File: config.mk
export PLATFORM = sky130hd
export DESIGN_NAME = axis_image_source
export DESIGN_NICKNAME = d
export VERILOG_FILES = /design/src/rtl/axis_image_pkg.sv /design/src/rtl/axis_image_raster_cnt.sv /design/src/rtl/axis_image_source.sv
export SDC_FILE = /design/constraint.sdc
export NUM_CORES = 1
export LEC_CHECK = 0
export CAP_MARGIN = 20
export CORE_ASPECT_RATIO = 0.6
export CORE_UTILIZATION = 49
export CTS_CLUSTER_DIAMETER = 80
export CTS_CLUSTER_SIZE = 10
export DETAILED_ROUTE_END_ITERATION = 8
export PLACE_DENSITY_LB_ADDON = 0.25
export REMOVE_ABC_BUFFERS = 1
export SETUP_SLACK_MARGIN = 0.15
export SLEW_MARGIN = 20
export SYNTH_ARGS = -nofsm -noshare
export SYNTH_HDL_FRONTEND = slang
export SYNTH_SLANG_ARGS = --single-unit
File: constraint.sdc
create_clock -name clk_i -period 2.65 [get_ports clk_i]
set_clock_uncertainty 0.15 [all_clocks]
set_input_delay 0.3975 -clock clk_i [delete_from_list [all_inputs] [get_ports clk_i]]
set_output_delay 0.3975 -clock clk_i [all_outputs]
set_load 0.1 [all_outputs]
File: src/rtl/axis_image_pkg.sv
// Shared types and helpers for the AXI-Stream image source.
package axis_image_pkg;

  localparam int unsigned DEF_BYTES      = 4;
  localparam int unsigned DEF_WIDTH      = 8;
  localparam int unsigned DEF_HEIGHT     = 2;
  localparam int unsigned BEATS_PER_LINE = DEF_WIDTH / DEF_BYTES;

  typedef enum logic [1:0] {
    PAT_LINEAR = 2'd0,
    PAT_XRAMP  = 2'd1,
    PAT_YRAMP  = 2'd2,
    PAT_CONST  = 2'd3
  } pat_mode_e;

  typedef enum logic {
    ST_IDLE = 1'b0,
    ST_RUN  = 1'b1
  } state_e;

  // Counter width able to hold 0..n-1, never narrower than one bit.
  function automatic int unsigned cnt_width(input int unsigned n);
    return (n > 1) ? $clog2(n) : 1;
  endfunction

endpackage

File: src/rtl/axis_image_raster_cnt.sv
// Raster position counters: x (pixel column, steps by BYTES), y (line), frame.
module axis_image_raster_cnt
  import axis_image_pkg::*;
#(
  parameter int unsigned BYTES  = DEF_BYTES,
  parameter int unsigned WIDTH  = DEF_WIDTH,
  parameter int unsigned HEIGHT = DEF_HEIGHT,
  parameter int unsigned XW     = cnt_width(WIDTH),
  parameter int unsigned YW     = cnt_width(HEIGHT)
) (
  input  logic          clk_i,
  input  logic          rstn_i,
  input  logic          clear,
  input  logic          advance,
  output logic [15:0]   frame,
  output logic          eol_c,
  output logic          eof_c,
  output logic          eof_nxt_c,
  output logic [XW-1:0] x_nxt_c,
  output logic [YW-1:0] y_nxt_c
);

  localparam logic [XW-1:0] X_LAST = XW'(WIDTH - BYTES);
  localparam logic [YW-1:0] Y_LAST = YW'(HEIGHT - 1);

  logic [XW-1:0] x;
  logic [YW-1:0] y;

  // Current-position flags and the position the next advance moves to.
  always_comb begin
    eol_c     = (x == X_LAST);
    eof_c     = eol_c && (y == Y_LAST);
    x_nxt_c   = eol_c ? '0 : x + XW'(BYTES);
    y_nxt_c   = eof_c ? '0 : (eol_c ? y + YW'(1) : y);
    eof_nxt_c = (x_nxt_c == X_LAST) && (y_nxt_c == Y_LAST);
  end

  always_ff @(posedge clk_i or negedge rstn_i) begin
    if (!rstn_i) begin
      x     <= '0;
      y     <= '0;
      frame <= '0;
    end else if (clear) begin
      x     <= '0;
      y     <= '0;
      frame <= '0;
    end else if (advance) begin
      x <= x_nxt_c;
      y <= y_nxt_c;
      if (eof_c) frame <= frame + 16'd1;
    end
  end

endmodule

File: src/rtl/axis_image_source.sv
// AXI-Stream master generating synthetic 8-bit grayscale frames from a selectable pattern.
module axis_image_source
  import axis_image_pkg::*;
#(
  parameter int unsigned BYTES  = DEF_BYTES,
  parameter int unsigned WIDTH  = DEF_WIDTH,
  parameter int unsigned HEIGHT = DEF_HEIGHT
) (
  input  logic               clk_i,
  input  logic               rstn_i,
  input  logic               start_i,
  input  logic               stop_i,
  input  logic [1:0]         mode_i,
  input  logic [7:0]         fill_i,
  input  logic [15:0]        num_frames_i,
  output logic               busy_o,
  output logic               done_o,
  output logic [BYTES*8-1:0] axis_m_data_o,
  output logic               axis_m_valid_o,
  input  logic               axis_m_ready_i,
  output logic               axis_m_last_o
);

  localparam int unsigned DW = BYTES * 8;
  localparam int unsigned XW = cnt_width(WIDTH);
  localparam int unsigned YW = cnt_width(HEIGHT);
  localparam logic FIRST_LAST = (WIDTH == BYTES) && (HEIGHT == 1);

  state_e      state;
  pat_mode_e   mode_q;
  logic [7:0]  fill_q;
  logic [15:0] num_frames_q;
  logic        stop_pending;

  logic [15:0]   frame;
  logic          eol_c;
  logic          eof_c;
  logic          eof_nxt_c;
  logic [XW-1:0] x_nxt_c;
  logic [YW-1:0] y_nxt_c;
  logic          fire_c;
  logic          finish_c;
  logic          line_wrap_c;

  // Builds one beat of pixels for raster position (xv, yv); pixel k sits in byte k.
  function automatic logic [DW-1:0] make_beat(input pat_mode_e m, input logic [7:0] f,
                                              input logic [XW-1:0] xv, input logic [YW-1:0] yv);
    logic [DW-1:0] d;
    d = '0;
    for (int k = 0; k < int'(BYTES); k++) begin
      case (m)
        PAT_LINEAR: d[8*k +: 8] = 8'(32'(yv) * 32'(WIDTH) + 32'(xv) + 32'(k));
        PAT_XRAMP:  d[8*k +: 8] = 8'(32'(xv) + 32'(k));
        PAT_YRAMP:  d[8*k +: 8] = 8'(32'(yv));
        PAT_CONST:  d[8*k +: 8] = f;
        default:    d[8*k +: 8] = 8'd0;
      endcase
    end
    return d;
  endfunction

  axis_image_raster_cnt #(
    .BYTES (BYTES),
    .WIDTH (WIDTH),
    .HEIGHT(HEIGHT),
    .XW    (XW),
    .YW    (YW)
  ) u_raster_cnt (
    .clk_i    (clk_i),
    .rstn_i   (rstn_i),
    .clear    ((state == ST_IDLE) && start_i),
    .advance  (fire_c),
    .frame    (frame),
    .eol_c    (eol_c),
    .eof_c    (eof_c),
    .eof_nxt_c(eof_nxt_c),
    .x_nxt_c  (x_nxt_c),
    .y_nxt_c  (y_nxt_c)
  );

  // A stop seen in the same cycle as the final handshake still ends the run.
  always_comb begin
    fire_c      = axis_m_valid_o && axis_m_ready_i;
    line_wrap_c = fire_c && eol_c;
    finish_c    = ((num_frames_q != 16'd0) && ((frame + 16'd1) == num_frames_q))
                  || stop_pending || stop_i;
  end

  always_ff @(posedge clk_i or negedge rstn_i) begin
    if (!rstn_i) begin
      state          <= ST_IDLE;
      mode_q         <= PAT_LINEAR;
      fill_q         <= '0;
      num_frames_q   <= '0;
      stop_pending   <= 1'b0;
      busy_o         <= 1'b0;
      done_o         <= 1'b0;
      axis_m_valid_o <= 1'b0;
      axis_m_data_o  <= '0;
      axis_m_last_o  <= 1'b0;
    end else begin
      done_o <= 1'b0;
      case (state)
        ST_IDLE: begin
          if (start_i) begin
            state          <= ST_RUN;
            mode_q         <= pat_mode_e'(mode_i);
            fill_q         <= fill_i;
            num_frames_q   <= num_frames_i;
            stop_pending   <= 1'b0;
            busy_o         <= 1'b1;
            axis_m_valid_o <= 1'b1;
            axis_m_data_o  <= make_beat(pat_mode_e'(mode_i), fill_i, '0, '0);
            axis_m_last_o  <= FIRST_LAST;
          end
        end
        ST_RUN: begin
          if (stop_i) stop_pending <= 1'b1;
          if (fire_c) begin
            if (eof_c && line_wrap_c && finish_c) begin
              state          <= ST_IDLE;
              stop_pending   <= 1'b0;
              busy_o         <= 1'b0;
              done_o         <= 1'b1;
              axis_m_valid_o <= 1'b0;
              axis_m_data_o  <= '0;
              axis_m_last_o  <= 1'b0;
            end else begin
              axis_m_data_o <= make_beat(mode_q, fill_q, x_nxt_c, y_nxt_c);
              axis_m_last_o <= eof_nxt_c;
            end
          end
        end
        default: state <= ST_IDLE;
      endcase
    end
  end

endmodule
Yosys cells after proc, flatten, opt, wreduce, memory -nomap -nowiden

Cells that the tools add are included.

Memories kept: 0
Bits in latches: 0
ROM bits: 0
Memory bits (writable): 0
Flip-flop bits (word level): 83
Logic and storage cells: 97
Output and inout bits: 36

Bitwise operators: 1
Divide/modulo/power cells: 0
Shift-type cells: 0
Equality and inequality tests: 12
Mux-type cells: 41
Multiply operators: 0
Add/sub/neg operators: 10
Reduce and logical (&&, ||, !) cells: 21
Magnitude comparators: 0

Operators with widths:

| cell                  | number |
|---|---|
| $pmux 8 s4            | 4 |
| $mux 32               | 3 |
| $pmux 8 s3            | 3 |
| $pmux 32 s2           | 1 |
| $mux 16               | 3 |
| $mux 1                | 19 |
| $add 16x1->16 const B | 1 |
| $eq 16x16->1          | 1 |
| $pmux 8 s2            | 1 |
| $reduce_bool 16->1    | 1 |
| $mux 3                | 3 |
| $add 3x2->4 const B   | 2 |
| $add 8x1->8 const B   | 1 |
| $add 8x2->8 const B   | 1 |
| $eq 2x2->1 const B    | 4 |
| $logic_and 1x1->1     | 8 |
| $pmux 1 s2            | 4 |
| $add 5x2->6 const B   | 1 |
| $eq 3x3->1 const B    | 2 |
| $reduce_and 2->1      | 3 |
| $add 4x3->5           | 1 |
| $add 3x1->4 const B   | 1 |
| $eq 2x1->1 const B    | 2 |
| $logic_not 2->1       | 2 |
| 10 further kinds      | 13 |

Depth between registers and ports, before layout

Gate-level depths: netlist (run 1).

Word-level depth: 9
Mapped depth: 11
Mapped depth without buffers: 9

Hierarchy

Synthesis (run 1) repeated with hierarchy kept, for this count alone.

Cells, all modules: 471
Area total of the unflattened synthesis: 4067.7 sq um

Modules (own cells, without submodules):

| module                | cells an instance | seq. area each (sq um) | area each (sq um) | times used |
|---|---|---|---|---|
| axis_image_source     | 367               | 1301.2                 | 3045.4            | 1 |
| axis_image_raster_cnt | 104               | 500.5                  | 1022.2            | 1 |

Least setup slack after synthesis (run 1)

OpenSTA, ideal clock, no wires.

Path kind: register to register
Start: register axis_m_valid_o
End: register axis_m_data_o[10]
Setup slack: 0.005 ns
Library setup time: 0.133 ns
Path buffers: 2
Arrival time: 2.361 ns
Stages on the path, launching flop included: 10
Clock period less this slack: 2.645 ns
Cell sequence: dfrtp_1 > clkbuf_1 > nand3_1 > and2_1 > clkbuf_1 > a21oi_1 > a21boi_1 > o21ai_0 > o21ai_0 > a21oi_1

Cells in the longest elaborated chain, start to end: 7

Ends and longest elaborated chain:

| what                           | line                     | RTL |
|---|---|---|
| start: declaration             | axis_image_source.sv:19  | `output logic axis_m_valid_o,` |
| start signal: assignment       | axis_image_source.sv:98  | `axis_m_valid_o <= 1'b0;` |
| start signal: assignment       | axis_image_source.sv:112 | `axis_m_valid_o <= 1'b1;` |
| start signal: assignment       | axis_image_source.sv:125 | `axis_m_valid_o <= 1'b0;` |
| $logic_and 1x1->1 (*)          | axis_image_source.sv:83  | `fire_c = axis_m_valid_o && axis_m_ready_i;` |
| $logic_and 1x1->1              | axis_image_source.sv:84  | `line_wrap_c = fire_c && eol_c;` |
| $logic_and 1x1->1 (2 in a row) | axis_image_source.sv:120 | `if (eof_c && line_wrap_c && finish_c) begin` |
| $mux 32                        | axis_image_source.sv:120 |  |
| $mux 32                        | axis_image_source.sv:119 | `if (fire_c) begin` |
| $pmux 32 s2                    | axis_image_source.sv:103 | `case (state)` |
| end signal: assignment         | axis_image_source.sv:113 | `axis_m_data_o <= make_beat(pat_mode_e'(mode_i), fill_i, '0, '0);` |
| end signal: assignment         | axis_image_source.sv:129 | `axis_m_data_o <= make_beat(mode_q, fill_q, x_nxt_c, y_nxt_c);` |
| end: declaration               | axis_image_source.sv:18  | `output logic [BYTES*8-1:0] axis_m_data_o,` |

Every way passes the cells marked *; elsewhere a longest branch is shown, timed or not. The select of a mux whose other input is x is not followed.
A chain may end at the register's enable or synchronous reset.

Worst setup path after layout (run 1)

Start: register u_raster_cnt.frame[1]
End: register axis_m_data_o[17]

Cells in the longest elaborated chain, start to end: 9

Ends and longest elaborated chain:

| what                          | line                        | RTL |
|---|---|---|
| start: declaration            | axis_image_raster_cnt.sv:15 | `output logic [15:0] frame,` |
| start signal: assignment      | axis_image_raster_cnt.sv:50 | `if (eof_c) frame <= frame + 16'd1;` |
| $add 16x1->16                 | axis_image_source.sv:85     | `finish_c = ((num_frames_q != 16'd0) && ((frame + 16'd1) == num_frames_q))` |
| $eq 16x16->1                  | axis_image_source.sv:85     |  |
| $logic_and 1x1->1             | axis_image_source.sv:85     |  |
| $logic_or 1x1->1 (2 in a row) | axis_image_source.sv:86     | `\|\| stop_pending \|\| stop_i;` |
| $logic_and 1x1->1             | axis_image_source.sv:120    |  |
| $mux 32                       | axis_image_source.sv:120    |  |
| $mux 32                       | axis_image_source.sv:119    |  |
| $pmux 32 s2                   | axis_image_source.sv:103    |  |

No other way between the ends. The select of a mux whose other input is x is not followed.

==> results.md, run 1 <==
- Synthesized area per cell: 8.571 sq um
- Fin nets: 581
- First drt pass iteration count: 5
- I/O pin total: 67
- Crit path DAT: 2.69 ns
- Clock root cell: clkbuf_16
- PD cells: 1361 nW/um^2
- Clock tree buffer depth: 2
- Worst skew pair latency: 0.34 ns
- Via count: 3,774
- Worst hold-check slack: 0.3324 ns
- Worst rel slew slack: 0.5454
- Largest cells by area after synthesis: dfrtp_1, nand2_1, xnor2_1
- Unrepaired setup endpoints after global routing: yes
- Initial DRC count: 429
- Max-cap viol count: 0
- Worst EP required: 2.71 ns
- Area Overhead vs Synth: 29.35%
- Total die area: 8653 sq um
- Initial antenna violation count: 0
- Vias/cell: 5.744
- Routability cong.: 0.9507
- GRT Overall Usage: 0.2763
- # clock sinks: 72
- Layout cell share with drive strength beyond 1: 0.1931
- Routed WL: 11,210 um
- Mapped Cells: 473
- Initial Util: 0.5102
- Post-synth EDFFs: 0
- Setup crit start kind: flop
- Hpwl dp: 7741 um
- Finished Layout Cells: 657
- Die X: 119.4 um
- CP Max Fanout: 8
- Commonest cells after routing, fill and taps aside: nand2_1, dfrtp_1, buf_4
- Netlist cell types: 49
- CTS clock-pin slew for the worst setup and hold paths: 0.06 ns
- Minimum clock period: 2.629 ns
- Vias in the first global route: 3,557
- Async SR Flop Fraction: 1.000
- Post-route ant nets: 0
- VDD IR-drop max: 0.0009900 V
- Seq/Total Area, Yosys: 0.4444
- Flops & latches, synth: 72
- Die Y: 72.46 um
- LEAKAGE: 2.357 nW
- Synth area leader: dfrtp_1
- Placed Instances: 634
- WS Path Type: reg2reg
- CTS Buf Count: 9
- CP Capture Type: flop
- Sum Neg Setup Slack: 0 ns
- Final Hold Fails: 0
- Share of the synthesized area in the top cell type: 0.4444
- Port Buffers: 66
- Core region area: 7945 sq um
- Placement Cell Area: 4775 sq um
- Status: finished, final reports clean
- FMAX: 0.3804 GHz
- Row count: 25
- Hold crit path type: reg2reg
- Final period util: 0.9921
- Ant diodes: 0
- Worst-Margin Slew: 0.6757 ns
- Post-synthesis cell area: 4054 sq um
- Syn. warnings: 0
- Largest net degree at the start of global routing: 73
- Routed length per instance: 17.05 um
- Max-slew violations: 0
- CTS tree: done
- Most common cell after layout, fill and taps aside: nand2_1
- Endpoints failing setup: 0
- Most common flop cell mapped by yosys: dfrtp_1
- GRT Residual Overflow: 0
- Wire length of the first global-routing pass: 18,240 um
- H-tree depth: 3
- Fin area: 5244 sq um
- Post-route DRC: 0
-- state kept, by name, summed over array words and instances (netlist names), 2 cells and up --
signal	count
num_frames_q	16
u_raster_cnt.frame	16
fill_q	8
u_raster_cnt.x	3
mode_q	2
axis_m_data_o	21
-- report_power, final --
part / internal (W) / leakage [nW] / switching (W) / total (W)
registers: 0.00149 / 0.915 / 0.000437 / 0.00192
clock network: 0.000855 / 0.159 / 0.000487 / 0.00134
logic: 0.00108 / 1.28 / 0.00279 / 0.00387
-- synth_stat cells (2+ instances only) --
cell type / instances
nor3b_1: 3
nand3_1: 19
nor3_1: 2
o311ai_0: 2
nor4_1: 8
o21ai_0: 23
nand2b_1: 6
a211oi_1: 3
nand4_1: 6
mux2i_1: 3
a22oi_1: 4
clkbuf_1: 18
or4_1: 2
o22ai_1: 4
a31oi_1: 7
inv_1: 9
buf_4: 15
buf_2: 6
a21oi_1: 23
xnor2_1: 18
and3_1: 8
nand3b_1: 3
nand4b_1: 3
or3_1: 7
nor2_1: 34
o221a_2: 2
a311oi_1: 4
o21ai_1: 4
dfrtp_1: 72
and2_1: 4
a21o_1: 3
nor2b_1: 4
ha_1: 6
o31ai_1: 7
xor2_1: 12
nand2_1: 104
buf_1: 3
-- routing by layer --
layer,wire [um],GRT usage
met4,146,0.09444
met3,949,0.06447
met5,0,0
met2,4743,0.3979
met1,5366,0.4085
-- final timing paths --
kind | start | cells after the start | end | slack, ns
min reg2reg | fill_q[6]$_DFFE_PN0P_ | 2 | fill_q[6]$_DFFE_PN0P_ | 0.33
min | fill_q[6]$_DFFE_PN0P_ | 2 | fill_q[6]$_DFFE_PN0P_ | 0.33
max | u_raster_cnt.frame[1]$_DFFE_PN0P_ | 8 | axis_m_data_o[17]$_DFFE_PN0P_ | 0.02
min in group asynchronous | rstn_i | 3 | fill_q[2]$_DFFE_PN0P_ | 0.42
max in group asynchronous | rstn_i | 3 | u_raster_cnt.frame[7]$_DFFE_PN0P_ | 1.54
max reg2reg | u_raster_cnt.frame[1]$_DFFE_PN0P_ | 8 | axis_m_data_o[17]$_DFFE_PN0P_ | 0.02
-- worst max-delay path: stages (launching register included) --
cell	delay (ns)
dfrtp_2	0.38
nand4_1	0.17
or4_4	0.46
or3_4	0.40
a221oi_2	0.26
nand4b_1	0.24
nand2b_4	0.19
buf_6	0.15
a311oi_1	0.10
-- cell type report --
class / count / area, sq um
Multi-Input combinational cell: 349 / 2064
Clock inverter: 6 / 90.09
Tap cell: 108 / 135.1
Sequential cell: 72 / 1803
Fill cell: 650 / 2701
Clock buffer: 10 / 239.0
Inverter: 9 / 33.78
Timing Repair Buffer: 103 / 878.3
-- repair_timing --
action	CTS	global route
gates resized for setup	9	6
setup buffers	4	2
hold buffers	1	0
pin swaps	4	2
endpoints found under the setup margin	24	24
hold endpoints to repair	72	0
-- cells by family after synthesis --
family                     share of synthesized area
and+or+nand+nor                               0.2500
AOI/OAI and AO/OA                             0.1435
DFF                                           0.4444
buffers and inverters                        0.06574
xor gates and xnor gates                     0.07037
adders and majority gates                    0.01852
muxes                                       0.007408
-- per-stage QoR --
stage	setup WS, ns	power, W	utilization
finish	0.02093	0.007135	0.6600
global route	-0.04068	0.007461	0.6600
CTS	0.07962	0.007043	0.6524
detailed placement	-0.06491	0.005634	0.6009
global placement	0.04035	0.005549	0.6009
floorplan	-0.6137	0.004592	-
(Power assumes the default switching activity.)
==> inputs of run 2 (changes only) <==
Settings changed: SETUP_SLACK_MARGIN 0.15 to 0.4.
==> run 2 against run 1 <==
Compared with the run above:
- the run now ends with design-rule violations, negative setup slack left
- wire length up 0.36%
- register-to-register slack worse by 0.04 ns
- clock-buffer cell count unchanged
- non-clock buffer count down 1
- cell count down 0.15%
- clock power about the same
- setup slack worse by 0.039 ns
- flip-flop and latch count unchanged
- sequential power about the same
- hold slack about the same
- critical path type unchanged
==> results.md, run 2 (synthesis gave the netlist of run 1 again) <==
- Max-slew violations: 0
- Total die area: 8653 sq um
- Hold Startpoint: fill_q[6]$_DFFE_PN0P_
- CP Cell Sequence: nand4_1, or4_4, or3_4, a221oi_2, nand4b_1, buf_4, nand4b_1, a21oi_2
- Die X: 119.4 um
- Largest net degree at the start of global routing: 73
- Port Buffers: 66
- Post-route ant nets: 0
- Failing checks: design-rule violations, negative setup slack
- Post-route DRC: 1
- Routed WL: 11,250 um
- CP Capture Type: flop
- Clock tree buffer depth: 2
- Via count: 3,781
- Wire length of the first global-routing pass: 18,230 um
- Crit path DAT: 2.74 ns
- Layout cell share with drive strength beyond 1: 0.2007
- Unrepaired setup endpoints after global routing: yes
- Minimum clock period: 2.668 ns
- Vias in the first global route: 3,561
- Hold Path End: fill_q[6]$_DFFE_PN0P_
- Final period util: 1.007
- Max FFs per register: 21
- Worst EP required: 2.72 ns
- GRT Overall Usage: 0.2767
- Crit path top cell by count: nand4b_1
- Initial Util: 0.5102
- Max-cap viol count: 0
- FF-to-FF End: axis_m_data_o[16]$_DFFE_PN0P_
- Final Hold Fails: 0
- Worst slack, placed: -0.06491 ns
- PD cells: 1360 nW/um^2
- Hpwl dp: 7741 um
- Fill count: 645
- Setup crit start kind: flop
- Most flops, register: axis_m_data_o
- FF+latch area: 1803 sq um
- VDD IR-drop max: 0.0009911 V
- Routed length per instance: 17.14 um
- Endpoints failing setup: 1
- Placed Instances: 634
- CTS tree: done
- # clock sinks: 72
- Area of the multi-input gates: 2079 sq um
- H-tree depth: 3
- Min-Delay Path Depth: 2
- Fin nets: 580
- Placement Cell Area: 4775 sq um
- I/O pin total: 67
- Initial antenna violation count: 0
- Clock root cell: clkbuf_16
- Finished Layout Cells: 656
- Core region area: 7945 sq um
- Ant diodes: 0
- Worst r2r src: u_raster_cnt.frame[0]$_DFFE_PN0P_
- Vias/cell: 5.764
- Slowest cell delay on critical path: 0.46 ns
- Worst rel slew slack: 0.5433
- CTS Buf Count: 9
- Worst-Margin Slew: 0.6788 ns
- First drt pass iteration count: 7
- Most common cell after layout, fill and taps aside: nand2_1
- Status: finished with violations
- CP Launch Point: u_raster_cnt.frame[0]$_DFFE_PN0P_
- WS Path Type: reg2reg
- Setup slack, reg-to-reg: -0.02 ns
- Row count: 25
- Area Overhead vs Synth: 29.72%
- CP Max Fanout: 4
- Initial DRC count: 399
- Worst skew pair latency: 0.34 ns
- Hold crit path type: reg2reg
- Routability cong.: 0.9507
- Fin area: 5259 sq um
- Slowest library cell on the worst path: or4_4
- R2R depth: 8
- Sum Neg Setup Slack: -0.01825 ns
- Setup ws final: -0.01825 ns
- LEAKAGE: 2.347 nW
- Largest regs: axis_m_data_o: 21 flops, num_frames_q: 16 flops, u_raster_cnt.frame: 16 flops
- Die Y: 72.46 um
- Layout Utilization: 0.6619
- CTS clock-pin slew for the worst setup and hold paths: 0.06 ns
- GRT Residual Overflow: 0
- FMAX: 0.3748 GHz
- Commonest cells after routing, fill and taps aside: nand2_1, dfrtp_1, buf_4
-- run 2: cell types whose count changed in the layout (fill, tap and decap cells not counted), sizes merged --
| cell | change |
|---|---|
| buf | -1 |
-- run 2: what timing repair did --
item	4_1_cts	5_1_grt
pin swaps	4	4
buffers inserted	4	1
resized for setup	13	10
setup endpoints to repair	26	30
hold endpoints to repair	72	0
hold buffers	1	0
-- run 2: cell type report --
type                       instances  area share
clock inverter                     6     0.01713
clock buffer                      10     0.04544
tap                              108     0.02570
timing repair buffer             102      0.1670
inverter                           9    0.006424
sequential                        72      0.3429
multi-input combinational        349      0.3954
-- run 2: where the power goes --
part / internal (W) / switching, W
Clock: 0.000855 / 0.000488
Sequential: 0.00149 / 0.000442
Combinational: 0.00110 / 0.00278
-- run 2: per-stage QoR --
stage	hold slack, ns	power, W
2_1_floorplan	-0.04809	0.004592
3_3_place_gp	0.3012	0.005549
3_5_place_dp	0.3048	0.005634
4_1_cts	0.3341	0.007051
5_1_grt	0.3727	0.007472
6_report	0.3327	0.007151
-- run 2: critical path: cells and delay by family (launching register included) --
kind | cells | cell delay, ns
buffers and inverters | 1 | 0.21
AOI/OAI and AO/OA | 2 | 0.36
and+or+nand+nor | 5 | 1.44
DFF | 1 | 0.39
-- run 2: how the worst max path moves through the flow --
stage | endpoint | slack, ns | cells past startpoint
floorplan | axis_m_data_o[10]$_DFFE_PN0P_ | -0.61 | 7
global placement | axis_m_data_o[28]$_DFFE_PN0P_ | 0.04 | 9
detailed placement | axis_m_data_o[25]$_DFFE_PN0P_ | -0.06 | 9
CTS | axis_m_data_o[25]$_DFFE_PN0P_ | 0.08 | 8
global route | axis_m_data_o[24]$_DFFE_PN0P_ | -0.07 | 8
finish | axis_m_data_o[16]$_DFFE_PN0P_ | -0.02 | 8
-- run 2: per-layer routing --
metal  part of all wire  wire length (um)  track usage
met1               0.47              5252       0.4085
met3              0.093              1051      0.06368
met5                  0                 0            0
met2               0.43              4796       0.3986
met4              0.013               144      0.09722
